[src/rtl/pc_sequencer_if.sv]
// Instruction-memory fetch handshake between pc_sequencer (master) and the memory (slave).
// imem_rdata is valid in the same cycle as imem_ack.
interface pc_sequencer_if;
  logic        imem_req;
  logic [31:0] imem_addr;
  logic        imem_ack;
  logic [31:0] imem_rdata;

  modport master (
    output imem_req,
    output imem_addr,
    input  imem_ack,
    input  imem_rdata
  );

  modport slave (
    input  imem_req,
    input  imem_addr,
    output imem_ack,
    output imem_rdata
  );
endinterface

[src/rtl/pc_sequencer.sv]
// Program-counter sequencer: fetch over imem handshake, wait for execution, pick next PC.
// Optional feature macro PC_BOUNDS_EN: out-of-range branch/jump targets trap into a sticky FAULT state.
module pc_sequencer #(
  parameter logic [31:0] RESET_PC   = 32'd0,
  parameter int unsigned IMEM_DEPTH = 1024,
  parameter int unsigned LINK_REG   = 31
) (
  input  logic                  clk,
  input  logic                  rst,
  pc_sequencer_if.master        imem,
  output logic [31:0]           ir_out,
  output logic                  ir_valid,
  input  logic                  exec_valid,
  input  logic [31:0]           instr_ID,
  input  logic [31:0]           br_out,
  output logic [31:0]           pc,
  output logic                  flush,
  output logic                  link_we,
  output logic [4:0]            link_addr,
  output logic [31:0]           link_data,
  output logic                  pc_fault
);

  if ((IMEM_DEPTH & (IMEM_DEPTH - 1)) != 0 || IMEM_DEPTH == 0) begin : g_depth_check
    $error("IMEM_DEPTH must be a power of 2");
  end

  localparam logic [31:0] ADDR_MASK = 32'(IMEM_DEPTH - 1);
`ifdef PC_BOUNDS_EN
  localparam logic [31:0] DEPTH_W   = 32'(IMEM_DEPTH);
`endif

  typedef enum logic [1:0] {
    FETCH,
    EXEC
`ifdef PC_BOUNDS_EN
    , FAULT
`endif
  } state_e;

  state_e      state_q, state_d;
  logic [31:0] pc_q, pc_d;
  logic [31:0] ir_q, ir_d;
  logic        req_q, req_d;
  logic        flush_q, flush_d;
  logic        link_we_q, link_we_d;
  logic [31:0] link_data_q, link_data_d;
`ifdef PC_BOUNDS_EN
  logic        fault_q, fault_d;
  logic        out_of_range;
`endif

  logic        is_branch, is_jump, is_jal;
  logic [31:0] seq_pc, seq_masked, target, next_pc;

  always_comb begin
    is_branch  = (instr_ID >= 32'd15) && (instr_ID <= 32'd20);
    is_jump    = (instr_ID >= 32'd21) && (instr_ID <= 32'd23);
    is_jal     = (instr_ID == 32'd23);
    seq_pc     = pc_q + 32'd1;
    seq_masked = seq_pc & ADDR_MASK;
    if (is_branch)    target = seq_pc + br_out;
    else if (is_jump) target = br_out;
    else              target = seq_pc;
    next_pc    = target & ADDR_MASK;
`ifdef PC_BOUNDS_EN
    // Only branch/jump targets are range-checked; plain sequential flow wraps at the top.
    out_of_range = (is_branch || is_jump) && (target[31] || (target >= DEPTH_W));
`endif
  end

  // NOTE: every signal is given a default before the case so no path leaves it unassigned,
  // which is what keeps this block from inferring latches.
  always_comb begin
    state_d     = state_q;
    pc_d        = pc_q;
    ir_d        = ir_q;
    req_d       = req_q;
    flush_d     = 1'b0;
    link_we_d   = 1'b0;
    link_data_d = link_data_q;
`ifdef PC_BOUNDS_EN
    fault_d     = fault_q;
`endif
    case (state_q)
      FETCH: begin
        // req rises one cycle after reset; an ack seen while req is low is stale and dropped.
        req_d = 1'b1;
        if (req_q && imem.imem_ack) begin
          ir_d    = imem.imem_rdata;
          req_d   = 1'b0;
          state_d = EXEC;
        end
      end
      EXEC: begin
        req_d = 1'b0;
        if (exec_valid) begin
`ifdef PC_BOUNDS_EN
          if (out_of_range) begin
            state_d = FAULT;
            fault_d = 1'b1;
          end else
`endif
          begin
            pc_d      = next_pc;
            state_d   = FETCH;
            req_d     = 1'b1;
            flush_d   = (next_pc != seq_masked);
            if (is_jal) begin
              link_we_d   = 1'b1;
              link_data_d = seq_masked;
            end
          end
        end
      end
`ifdef PC_BOUNDS_EN
      FAULT: req_d = 1'b0;
`endif
      default: begin
        state_d = FETCH;
        req_d   = 1'b0;
      end
    endcase
  end

  // NOTE: non-blocking assignments for all state so every flop samples pre-edge values.
  always_ff @(posedge clk) begin
    if (rst) begin
      state_q     <= FETCH;
      pc_q        <= RESET_PC;
      ir_q        <= 32'd0;
      req_q       <= 1'b0;
      flush_q     <= 1'b0;
      link_we_q   <= 1'b0;
      link_data_q <= 32'd0;
`ifdef PC_BOUNDS_EN
      fault_q     <= 1'b0;
`endif
    end else begin
      state_q     <= state_d;
      pc_q        <= pc_d;
      ir_q        <= ir_d;
      req_q       <= req_d;
      flush_q     <= flush_d;
      link_we_q   <= link_we_d;
      link_data_q <= link_data_d;
`ifdef PC_BOUNDS_EN
      fault_q     <= fault_d;
`endif
    end
  end

  assign imem.imem_req  = req_q;
  assign imem.imem_addr = pc_q;
  assign ir_out         = ir_q;
  assign ir_valid       = (state_q == EXEC);
  assign pc             = pc_q;
  assign flush          = flush_q;
  assign link_we        = link_we_q;
  assign link_addr      = 5'(LINK_REG);
  assign link_data      = link_data_q;
`ifdef PC_BOUNDS_EN
  assign pc_fault       = fault_q;
`else
  assign pc_fault       = 1'b0;
`endif

endmodule

[src/flat_wrapper.sv]
// flat-port wrapper written by rule: the top's interface ports become plain ports
module pc_sequencer_flat 
#(
  parameter logic [31:0] RESET_PC   = 32'd0,
  parameter int unsigned IMEM_DEPTH = 1024,
  parameter int unsigned LINK_REG   = 31
)
  (clk, rst, ir_out, ir_valid, exec_valid, instr_ID, br_out, pc, flush, link_we, link_addr, link_data, pc_fault, imem_imem_req, imem_imem_addr, imem_imem_ack, imem_imem_rdata);
  pc_sequencer_if imem_i ();
  input  logic clk;
  input  logic rst;
  output logic [31:0] ir_out;
  output logic ir_valid;
  input  logic exec_valid;
  input  logic [31:0] instr_ID;
  input  logic [31:0] br_out;
  output logic [31:0] pc;
  output logic flush;
  output logic link_we;
  output logic [4:0] link_addr;
  output logic [31:0] link_data;
  output logic pc_fault;
  output wire logic [$bits(imem_i.imem_req)-1:0] imem_imem_req;
  output wire logic [$bits(imem_i.imem_addr)-1:0] imem_imem_addr;
  input wire logic [$bits(imem_i.imem_ack)-1:0] imem_imem_ack;
  input wire logic [$bits(imem_i.imem_rdata)-1:0] imem_imem_rdata;
  assign imem_imem_req = imem_i.imem_req;
  assign imem_imem_addr = imem_i.imem_addr;
  assign imem_i.imem_ack = imem_imem_ack;
  assign imem_i.imem_rdata = imem_imem_rdata;
  pc_sequencer #(.RESET_PC(RESET_PC), .IMEM_DEPTH(IMEM_DEPTH), .LINK_REG(LINK_REG)) u_core (.clk(clk), .rst(rst), .imem(imem_i), .ir_out(ir_out), .ir_valid(ir_valid), .exec_valid(exec_valid), .instr_ID(instr_ID), .br_out(br_out), .pc(pc), .flush(flush), .link_we(link_we), .link_addr(link_addr), .link_data(link_data), .pc_fault(pc_fault));
endmodule
[config.mk]
export PLATFORM = sky130hd
export DESIGN_NAME = pc_sequencer_flat
export DESIGN_NICKNAME = d
export VERILOG_FILES = /design/src/rtl/pc_sequencer_if.sv /design/src/rtl/pc_sequencer.sv /design/src/flat_wrapper.sv
export SDC_FILE = /design/constraint.sdc
export NUM_CORES = 1
export LEC_CHECK = 0
export CORE_MARGIN = 1
export CORE_UTILIZATION = 34
export DETAILED_ROUTE_END_ITERATION = 16
export PLACE_DENSITY = 0.79
export SETUP_SLACK_MARGIN = 0.5
export SLEW_MARGIN = 30
export SYNTH_ARGS = -nofsm -noshare
export SYNTH_HDL_FRONTEND = slang
export SYNTH_SLANG_ARGS = --single-unit
[constraint.sdc]
create_clock -name clk -period 3.03 [get_ports clk]
set_input_delay 0.303 -clock clk [delete_from_list [all_inputs] [get_ports clk]]
set_output_delay 0.303 -clock clk [all_outputs]
set_load 0.02 [all_outputs]
==> impl_metrics.json, run 1 <==
{
  "cp_num_buf_inv": 1,
  "r2r-start": "u_core.imem.imem_addr[1]$_SDFFE_PP0P_",
  "dp_slack_ns": -0.129,
  "powerDensity_mw_per_mm2": 314,
  "dp_hpwl_um": 8030,
  "postSynthCellCount": 472,
  "grtUsageTotal": 0.177,
  "start_util": 0.348,
  "vias": 3614,
  "cts_tree": "yes",
  "final-max-slew-violation-count": 0,
  "worstMarginPinSlew_ns": 0.593,
  "synth_cell_types": 60,
  "synthesis.area_mm2": 0.00378,
  "cts.sinks": 56,
  "relSlewSlack": 0.605,
  "synth.avg_cell_area_um2": 8.00,
  "h-tree-depth": 2,
  "power.total_mw": 1.77,
  "p_leak_nw": 2.19,
  "fin_setup_tns_ns": 0,
  "min_period_ns": 2.92,
  "row_count": 38,
  "p_int_mw": 1.22,
  "drc": 0,
  "antenna_left": 0,
  "worstSkewPairLatency_ns": 0.30,
  "ys_ff_latch": 56,
  "min_path_type": "input port to flop",
  "synth_top_area_frac": 0.297,
  "setup_viol": 0,
  "hold_viol": 0,
  "core_mm2": 0.0108,
  "rsz0062_at_grt": "true",
  "r2r_slack_ns": 0.11,
  "synth-edff-count": 0,
  "nFillCells": 1027,
  "hold_path_end": "u_core.link_data[9]$_SDFFE_PP0P_",
  "crit_fanout": 6,
  "async_flop_share": 0,
  "cts.root.buffer_cell": "clkbuf_8",
  "p_switching_mw": 0.550,
  "cts_hold_buf": 0,
  "die_x_um": 107,
  "globalRouteOverflowTotal": 0,
  "ios": 238,
  "fin_area_mm2": 0.00565,
  "gp_congestion": 0.862,
  "max-clock-path-buffers": 2,
  "clk_pin_slew_ns": 0.10,
  "cp_cell_sequence": "ha_4, nand3_4, buf_4, or3_4, xnor2_4, ha_4, a21oi_4, a21oi_4, xnor2_2, o22ai_2, xnor2_1, o2111ai_1, o31a_1",
  "critical_path_class": "flop to flop",
  "area_delta_synth_final_pct": 49.5,
  "min_path_cells": 2,
  "synthTopCellsByArea": "dfxtp_1 (30%), buf_4 (16%), nand2_1 (7.9%), a21oi_1 (6.9%), nor2_1 (3.8%)",
  "r2r_cells": 13,
  "synth_commonest_cells": "buf_4 (83), nand2_1 (79), dfxtp_1 (56), a21oi_1 (52), nor2_1 (38)",
  "dpl_cell_area_mm2": 0.00523,
  "drive_gt1_frac": 0.175,
  "hp-start": "rst",
  "endpoint_kind": "flop",
  "max_freq_mhz": 342,
  "vias_per_cell": 4.71,
  "yosysMostFrequentCell": "buf_4",
  "irDropWorstVdd_v": 0.000245,
  "die_y_um": 107,
  "dominantRegCellSynth": "dfxtp_1",
  "io_buffer_count": 143,
  "critPathLaunchType": "flop",
  "cts_made_buffers": 5,
  "drtIter0Drc": 242,
  "yosysWarnings": 0,
  "wl_um": 10600,
  "seq_area_frac_synth": 0.297,
  "setup_ws_ns": 0.107,
  "swShare": 0.310,
  "wire_per_inst_um": 13.7,
  "timing.critical_path.max_delay_family": "compound AO/OA/AOI/OAI gates",
  "n_antenna_cell": 0,
  "crit_arrival_ns": 3.12,
  "nets": 738,
  "crit_required_ns": 3.23,
  "power_frac_seq": 0.440,
  "die_area_mm2": 0.0115,
  "finClkSkew_ns": 0.00588,
  "combPwrFrac": 0.306,
  "grt_first_pass_wirelength_um": 16500,
  "synth_area_leader_cell": "dfxtp_1",
  "min_period_over_period": 0.965,
  "status": "completed",
  "startpoint": "u_core.imem.imem_addr[1]$_SDFFE_PP0P_",
  "grt_max_degree": 35,
  "slowest_stage": "dfxtp_4",
  "grt_pass1_vias": 3403,
  "cap_viol_max_count": 0,
  "drt-pass1-iter-count": 4,
  "timing.rr.end": "u_core.flush$_SDFF_PP0_",
  "antenna_found_initial": 0,
  "p_clk_frac": 0.254,
  "max_stage_delay_ns": 0.41
}
## registers in the layout, summed over array words and instances, names as in the netlist
| register | cells |
|---|---|
| u_core.link_we | 1 |
| u_core.ir_out | 32 |
| u_core.imem.imem_req | 1 |
| u_core.state_q | 1 |
| u_core.flush | 1 |
| u_core.link_data | 10 |
| u_core.imem.imem_addr | 10 |
## layer usage
metal  wire length (um)  GRT usage  share of wire
met5                  0          0              0
met2               5350      0.301           0.51
met1               4440      0.233           0.42
met4                128     0.0431          0.012
met3                641     0.0260          0.061
## placed cells by master (no fill, tap or decap), types with 5 or more instances in the layout
| cell | Yosys | final |
|---|---|---|
| xor2_1 | 7 | 6 |
| dfxtp_1 | 56 | 51 |
| o21ai_1 | 5 | 5 |
| buf_4 | 83 | 36 |
| ha_4 | 0 | 5 |
| inv_1 | 11 | 8 |
| nand2_1 | 79 | 79 |
| mux2i_1 | 7 | 7 |
| a21oi_1 | 52 | 47 |
| clkdlybuf4s50_1 | 0 | 142 |
| nor4_2 | 6 | 6 |
| nor3_1 | 8 | 6 |
| xnor2_1 | 13 | 8 |
| clkbuf_8 | 0 | 5 |
| conb_1 | 2 | 72 |
| nor2_1 | 38 | 36 |
## power groups by stage
stage	Clock, mW	Sequential (mW)	Combinational [mW]
finish	0.450	0.780	0.543
global route	0.503	0.785	0.584
CTS	0.475	0.781	0.520
detailed placement	0	0.798	0.496
global placement	0	0.796	0.481
floorplan	0	0.829	0.314
## how the worst max path moves through the flow
stage	endpoint	slack, ns	cells after the start
after floorplan	u_core.flush$_SDFF_PP0_	0.29	12
after global placement	u_core.flush$_SDFF_PP0_	-0.05	11
after detailed placement	u_core.flush$_SDFF_PP0_	-0.13	11
after CTS	u_core.flush$_SDFF_PP0_	0.1	12
after global routing	u_core.flush$_SDFF_PP0_	-0.008	12
final	u_core.flush$_SDFF_PP0_	0.11	13
## repair_timing
action / CTS / global route
gates resized for setup: 16 / 18
buffers inserted: 8 / 9
pin swaps: 14 / 16
endpoints found under the setup margin: 5 / 5
## layout make-up
cell class | count | area [um^2] | area share
clock buffers | 7 | 97.6 | 0.0173
clock inverters | 1 | 5.00 | 0.000886
inverters | 11 | 45.0 | 0.00798
multi-input cells | 371 | 2450 | 0.433
flip-flops and latches | 56 | 1140 | 0.201
well taps | 140 | 175 | 0.0310
repair buffers | 182 | 1740 | 0.308
## stage by stage
stage | std cells | util | hold slack (ns)
3_5_place_dp | 743 | 0.482 | 0.447
5_1_grt | 768 | 0.521 | 0.436
6_report | 768 | 0.521 | 0.447
2_1_floorplan | 542 | - | 0.439
4_1_cts | 759 | 0.506 | 0.437
3_3_place_gp | 742 | 0.481 | 0.440
## worst reg2reg max path, stage by stage, from the launching register on
cell and delay, ns:
dfxtp_4 0.41, ha_4 0.19, nand3_4 0.11, buf_4 0.16
or3_4 0.36, xnor2_4 0.23, ha_4 0.25, a21oi_4 0.15
a21oi_4 0.07, xnor2_2 0.15, o22ai_2 0.19, xnor2_1 0.16
o2111ai_1 0.13, o31a_1 0.27
## logic make-up (layout without fill, tap and decap cells)
family | count (synthesis) | count (layout) | synth area share
and+or+nand+nor | 157 | 157 | 0.211
buffers and inverters | 115 | 201 | 0.201
AOI/OAI and AO/OA | 103 | 103 | 0.181
DFF | 56 | 56 | 0.297
xor gates and xnor gates | 21 | 21 | 0.0507
adders and majority gates | 11 | 11 | 0.0384
muxes | 7 | 7 | 0.0185
other | 2 | 72 | 0.00199
No activity file was read; power rests on OpenSTA's default activity.
==> run 2, diff against run 1 <==
- CTS_CLUSTER_DIAMETER: not set -> 200
==> results of run 2 <==
Final layout, timing and power as in run 1 (identical DEF).
